===== config.mk =====
export PLATFORM = sky130hd
export DESIGN_NAME = multi_lfsr_stream_cipher
export DESIGN_NICKNAME = d
export VERILOG_FILES = /design/src/rtl/multi_lfsr_stream_cipher.sv
export SDC_FILE = /design/constraint.sdc
export NUM_CORES = 1
export LEC_CHECK = 0
export ABC_AREA = 1
export CAP_MARGIN = 30
export CELL_PAD_IN_SITES_DETAIL_PLACEMENT = 1
export CELL_PAD_IN_SITES_GLOBAL_PLACEMENT = 2
export CORE_UTILIZATION = 22
export DETAILED_ROUTE_END_ITERATION = 16
export HOLD_SLACK_MARGIN = 0.03
export PLACE_DENSITY_LB_ADDON = 0.1
export SETUP_SLACK_MARGIN = 0.2
export SYNTH_ARGS = -nofsm -noshare
export SYNTH_HDL_FRONTEND = slang
export SYNTH_SLANG_ARGS = --single-unit

===== constraint.sdc =====
create_clock -name clk -period 1.5 [get_ports clk]
set_input_delay 0.15 -clock clk [delete_from_list [all_inputs] [get_ports clk]]
set_output_delay 0.15 -clock clk [all_outputs]
set_load 0.01 [all_outputs]

===== src/rtl/multi_lfsr_stream_cipher.sv =====
// Byte-wide stream cipher: three keyed-IV Fibonacci LFSRs, XOR-mixed and
// S-box whitened per nibble, XORed onto the data byte with one cycle latency.
module multi_lfsr_stream_cipher #(
    parameter int unsigned WIDTH = 8
) (
    input  logic             clk,
    input  logic             rst,
    input  logic [WIDTH-1:0] key1,
    input  logic [WIDTH-1:0] key2,
    input  logic [WIDTH-1:0] key3,
    input  logic [WIDTH-1:0] iv1,
    input  logic [WIDTH-1:0] iv2,
    input  logic [WIDTH-1:0] iv3,
    input  logic [WIDTH-1:0] data_in,
    output logic [WIDTH-1:0] data_out
);

    localparam int unsigned NIB_W = 4;

    logic [WIDTH-1:0] lfsr1;
    logic [WIDTH-1:0] lfsr2;
    logic [WIDTH-1:0] lfsr3;
    logic [WIDTH-1:0] seed1_c;
    logic [WIDTH-1:0] seed2_c;
    logic [WIDTH-1:0] seed3_c;
    logic [WIDTH-1:0] next1_c;
    logic [WIDTH-1:0] next2_c;
    logic [WIDTH-1:0] next3_c;
    logic [WIDTH-1:0] mix_c;
    logic [WIDTH-1:0] ks_c;

    // 4-bit whitening S-box
    function automatic logic [NIB_W-1:0] sbox(input logic [NIB_W-1:0] n);
        logic [NIB_W-1:0] r;
        case (n)
            4'h0: r = 4'hC;
            4'h1: r = 4'h5;
            4'h2: r = 4'h6;
            4'h3: r = 4'hB;
            4'h4: r = 4'h9;
            4'h5: r = 4'h0;
            4'h6: r = 4'hA;
            4'h7: r = 4'hD;
            4'h8: r = 4'h3;
            4'h9: r = 4'hE;
            4'hA: r = 4'hF;
            4'hB: r = 4'h8;
            4'hC: r = 4'h4;
            4'hD: r = 4'h7;
            4'hE: r = 4'h1;
            default: r = 4'h2;
        endcase
        return r;
    endfunction

    // All-zero seeds would lock an LFSR, so they are forced to 1
    function automatic logic [WIDTH-1:0] guard_seed(input logic [WIDTH-1:0] s);
        return (s == '0) ? WIDTH'(1) : s;
    endfunction

    // Seeds, next LFSR states and keystream byte
    always_comb begin
        seed1_c = guard_seed(key1 ^ iv1);
        seed2_c = guard_seed(key2 ^ iv2);
        seed3_c = guard_seed(key3 ^ iv3);
        next1_c = {lfsr1[6:0], lfsr1[7] ^ lfsr1[5] ^ lfsr1[4] ^ lfsr1[3]};
        next2_c = {lfsr2[6:0], lfsr2[7] ^ lfsr2[3] ^ lfsr2[2] ^ lfsr2[1]};
        next3_c = {lfsr3[6:0], lfsr3[7] ^ lfsr3[4] ^ lfsr3[2] ^ lfsr3[1]};
        mix_c   = lfsr1 ^ lfsr2 ^ lfsr3;
        ks_c    = {sbox(mix_c[7:4]), sbox(mix_c[3:0])};
    end

    // Reload seeds while in reset, otherwise encrypt one byte and step
    always_ff @(posedge clk) begin
        if (!rst) begin
            lfsr1    <= seed1_c;
            lfsr2    <= seed2_c;
            lfsr3    <= seed3_c;
            data_out <= '0;
        end else begin
            lfsr1    <= next1_c;
            lfsr2    <= next2_c;
            lfsr3    <= next3_c;
            data_out <= data_in ^ ks_c;
        end
    end

endmodule


* After elaboration in Yosys (flattened, before gate mapping)
Memory sizes are Yosys's and may differ from the RTL's.
Cells that the tools add are included.
Widths: inputs -> output; s select.
** Word-level totals
- Register bits :: 32
- Bits in latches :: 0
- Bits in writable memories :: 0
- Memory bits (read-only) :: 128
- Input port bits :: 58
- Output and inout port bits :: 8
- Memories kept :: 2
** Operators by class
- $add $sub $neg :: 0
- Multipliers :: 0
- Div/mod/pow operators :: 0
- Order comparisons :: 0
- Equality and inequality tests :: 0
- Shifts and indexed selects :: 0
- Muxes and demuxes :: 6
- Bitwise gates (word level) :: 15
- Reduce and logical (&&, ||, !) cells :: 3
** Memories
- (name not given) :: words 16, bits a word 4, rd ports 1, clocked after Yosys merged registers in 0, write ports 0, line 35 : case (n)
- (name not given) :: words 16, bits a word 4, rd ports 1, clocked after Yosys merged registers in 0, write ports 0, line 35
** Operators by type and width (number)
- $mux 8 :: 6
- $xor 8x8->8 :: 6
- $logic_not 8->1 :: 3
- $xor 1x1->1 :: 9

* Depth between registers and ports, before layout
Gate-level depths: netlist of run 1.
- Depth after elaboration :: 4
- Gate-level depth with buffers :: 13
- Gate-level depth less buffers :: 13

* Least setup slack after synthesis of run 1
OpenSTA, ideal clock, no wires.
- Path kind :: reg2reg
- From :: register lfsr2[1]
- To :: register data_out[3]
- Setup time :: 0.115 ns
- Arrival :: 1.416 ns
- Required time :: 1.385 ns
- Setup slack :: -0.031 ns
- Cell stages (with the launch flop) :: 14
- Buffers on the path :: 0
- Clock period less this slack :: 1.531 ns
- Path through :: dfxtp_1 > inv_1 > nand2_1 > nand2_1 > xnor2_2 > ha_1 > inv_1 > nand2_1 > nand2_1 > inv_1 > nand2_1 > nand3_1 > nand2_1 > nor2_1
** Between the ends
- Longest elaborated chain between the ends :: 4
** Ends and longest elaborated chain
- start, declared :: line 21 : logic [WIDTH-1:0] lfsr2;
- start signal, assigned :: line 82 : lfsr2 <= next2_c;
- $xor 8x8->8 (2 in a row) :: line 69 : mix_c = lfsr1 ^ lfsr2 ^ lfsr3;
- $mem_v2 16x4
- $xor 8x8->8 :: line 84 : data_out <= data_in ^ ks_c;
- end signal, assigned :: line 84
- end, declared :: line 15 : output logic [WIDTH-1:0] data_out
No other way between the ends.
A chain may end at the register's enable or synchronous reset.

* Worst setup path in the final report of run 1
- From :: register lfsr1[1]
- To :: register data_out[3]
** Between the ends
- Longest elaborated chain between the ends :: 4
** Ends and longest elaborated chain
- start, declared :: line 20 : logic [WIDTH-1:0] lfsr1;
- start signal, assigned :: line 81 : lfsr1 <= next1_c;
- $xor 8x8->8 (2 in a row) :: line 69
- $mem_v2 16x4
- $xor 8x8->8 :: line 84
No other way between the ends.

==> results.txt, run 1 <==
status: finished, violations left
failing checks: design-rule violations, negative setup slack
cell depth of the worst setup path: 13
vias per inst: 4.33
Die Span X: 98.0 um
Syn. warnings: 0
power density over the cells: 1250 nW/um^2
CP top delay family: simple AND/OR/NAND/NOR gates
endpoints failing setup: 2
crit path max fanout: 4
Slew Limit Headroom: 79.5%
placed cell count: 478
Tcrit/Tclk final: 103%
CP cell instances: inv_2, nand2_2, nand2_4, xnor2_4, ha_4, inv_2, nand2_2, nand2_1, inv_1, nand2_2, nand3_2, nand2_2, nor2_2
pin count of the biggest net entering global routing: 43
Core Footprint: 8810 um^2
commonest non-fill, non-tap cell in the layout: nand2_1
final hold viol count: 0
post-synthesis sequential element count: 32
CP Launch Point: lfsr1[1]
Critical Path AT: 1.73 ns
average wire per standard cell: 12.4 um
PortBufs: 65
antenna cells: 0
WS Path Type: reg -> reg
r2r endpoint: data_out[3]
Final #Nets: 452
total wire length: 6200 um
R2R depth: 13
cts bufs inserted: 5
Setup crit start kind: flip-flop
Crit. End Element: flip-flop
hold buffers post-CTS: 0
Seq/Total Area, Yosys: 31.6%
vias after detailed routing: 2154
CTS Root Cell: clkbuf_8
RSZ-0062 raised after global routing: yes
total power draw: 4.47 mW
TritonRoute pass-1 iters: 10
Iter 0 DRT Violations: 31
total global-route track usage: 13.1%
Core Rows: 34
CP max stage delay: 0.35 ns
first-pass GRT wire length: 9980 um
Syn Inst Count: 297
Hold WS: 0.449 ns
clk_skew: 0.00679 ns
DRC violations left: 6
Sink Count: 32
Layout area overhead: 76.2%
placer congestion estimate: 0.740
Required @ worst endpoint: 1.69 ns
Clock transition at path regs: 0.07 ns
mapped cell area: 2030 um^2
buffers and inverters on the worst path: 3
Post-Synthesis Net Count: 359
worst hold-check path type: in -> reg
commonest cells after routing, fill and taps aside: nand2_1, clkdlybuf4s50_1, xnor2_1
minimum clock period: 1.54 ns
Max Slew Vio Count: 0
dpl ws: -0.0971 ns
CTS tree: yes
synth unique cells: 21
R2R Path Start: lfsr1[1]
htree depth: 2
Detail Placement HPWL: 4700 um
Slowest-stage cell, CP: dfxtp_2
Top cell by count, worst path: nand2_2
Final WS setup: -0.0414 ns
peak supply drop: 445 uV
syn avg cell area: 6.82 um^2
die extent in y: 98.0 um
Boundary Pins: 66
final std cells w/o fill: 498
Die Area: 9600 um^2
Leak: 1.64 nW
worst reg-to-reg setup slack: -0.04 ns
Worst-Margin Slew: 0.305 ns
multi-input logic area: 1630 um^2
Filler Cell Count: 1052
MaxCap Viol Count: 0
layout cells sized above 1: 35.4%
FF/Latch Area: 667 um^2
DRT antenna net count: 0
Clock Latency Late Sink: 0.29 ns
vias in the first global route: 2193
initial antenna violation count: 0
gr ovfl total: 0
Setup crit end: data_out[3]
Initial Util: 23.0%
f_max: 649 MHz
CTS Buffer Depth: 2
==> cells by family after synthesis <==
| logic type | count (synthesis) | synth area share [%] |
|---|---|---|
| and+or+nand+nor | 147 | 30.9 |
| adders and majority gates | 4 | 2.47 |
| xor gates and xnor gates | 40 | 18.4 |
| AOI/OAI and AO/OA | 34 | 8.59 |
| buffers and inverters | 40 | 8.03 |
| DFF | 32 | 31.6 |
==> power by group <==
group          switching, mW  internal, mW
logic                   1.28          1.25
registers              0.154          1.03
clock network          0.341         0.409
total                   1.78          2.69
==> synthesized netlist by cell type (all sizes together) <==
cell,n,area (um^2)
a41oi,1,8.76
xor2,8,77.6
nand2,107,427
nand4,4,25.0
o21ai,25,125
xnor2,32,295
nand3,25,125
ha,4,50.1
a21oi,8,40.0
nor2,10,37.5
dfxtp,32,641
nand3b,1,11.3
inv,34,130
clkbuf,6,32.5
==> registers in the layout, indices dropped and copies added (netlist names) <==
| register | count |
|---|---|
| lfsr3 | 8 |
| data_out | 8 |
| lfsr2 | 8 |
| lfsr1 | 8 |
==> area by class of cell <==
cell class,count,area share [%]
sequential,32,18.7
tap,108,3.79
multi-input combinational,225,45.6
timing repair buffer,92,25.3
clock buffer,7,2.70
inverter,34,4.00
==> worst min path at each step <==
| stage | startpoint | endpoint | slack [ns] | depth (start not counted) |
|---|---|---|---|---|
| CTS | data_in[7] | data_out[7] | 0.44 | 3 |
| global route | data_in[7] | data_out[7] | 0.47 | 3 |
| detailed placement | lfsr2[4] | lfsr2[5] | 0.48 | 2 |
| finish | data_in[7] | data_out[7] | 0.45 | 3 |
| floorplan | data_in[1] | data_out[1] | 0.28 | 2 |
| global placement | lfsr1[1] | lfsr1[2] | 0.47 | 2 |
==> worst reg2reg max path, stage by stage, from the launching register on <==
cell     delay, ns
dfxtp_2       0.35
inv_2         0.04
nand2_2       0.07
nand2_4       0.07
xnor2_4       0.26
ha_4          0.25
inv_2         0.05
nand2_2       0.04
nand2_1       0.06
inv_1         0.04
nand2_2       0.07
nand3_2       0.07
nand2_2       0.06
nor2_2        0.03
==> through the flow <==
step                      setup TNS, ns  util [%]  cell area (um^2)
final                           -0.0463      40.5              3570
after global routing             -0.441      40.5              3570
after CTS                       -0.0483      35.8              3150
after detailed placement         -0.229      33.1              2920
after global placement          -0.0518      33.1              2920
after floorplan                       0         -              2050
==> what timing repair did <==
item / CTS / global route
setup endpoints to repair: 8 / 15
pin swaps: 22 / 31
buffers inserted: 4 / 9
cloned: 0 / 0
resized for setup: 36 / 94
==> routing by layer <==
metal / vias to the layer above / share of wire, % / global-route usage (%)
met3: 4 / 4.7 / 2.93
met1: 981 / 43 / 15.1
met2: 57 / 52 / 24.2
met4: 0 / 0.71 / 3.50
li1: 1112 / - / -
met5: - / 0 / 0
No activity file was read; power rests on OpenSTA's default activity.
==> run 2: changes to the inputs <==
HOLD_SLACK_MARGIN = 0.02   (was 0.03)
==> results of run 2 <==
No change in the layout: final DEF, timing and power equal those of run 1.
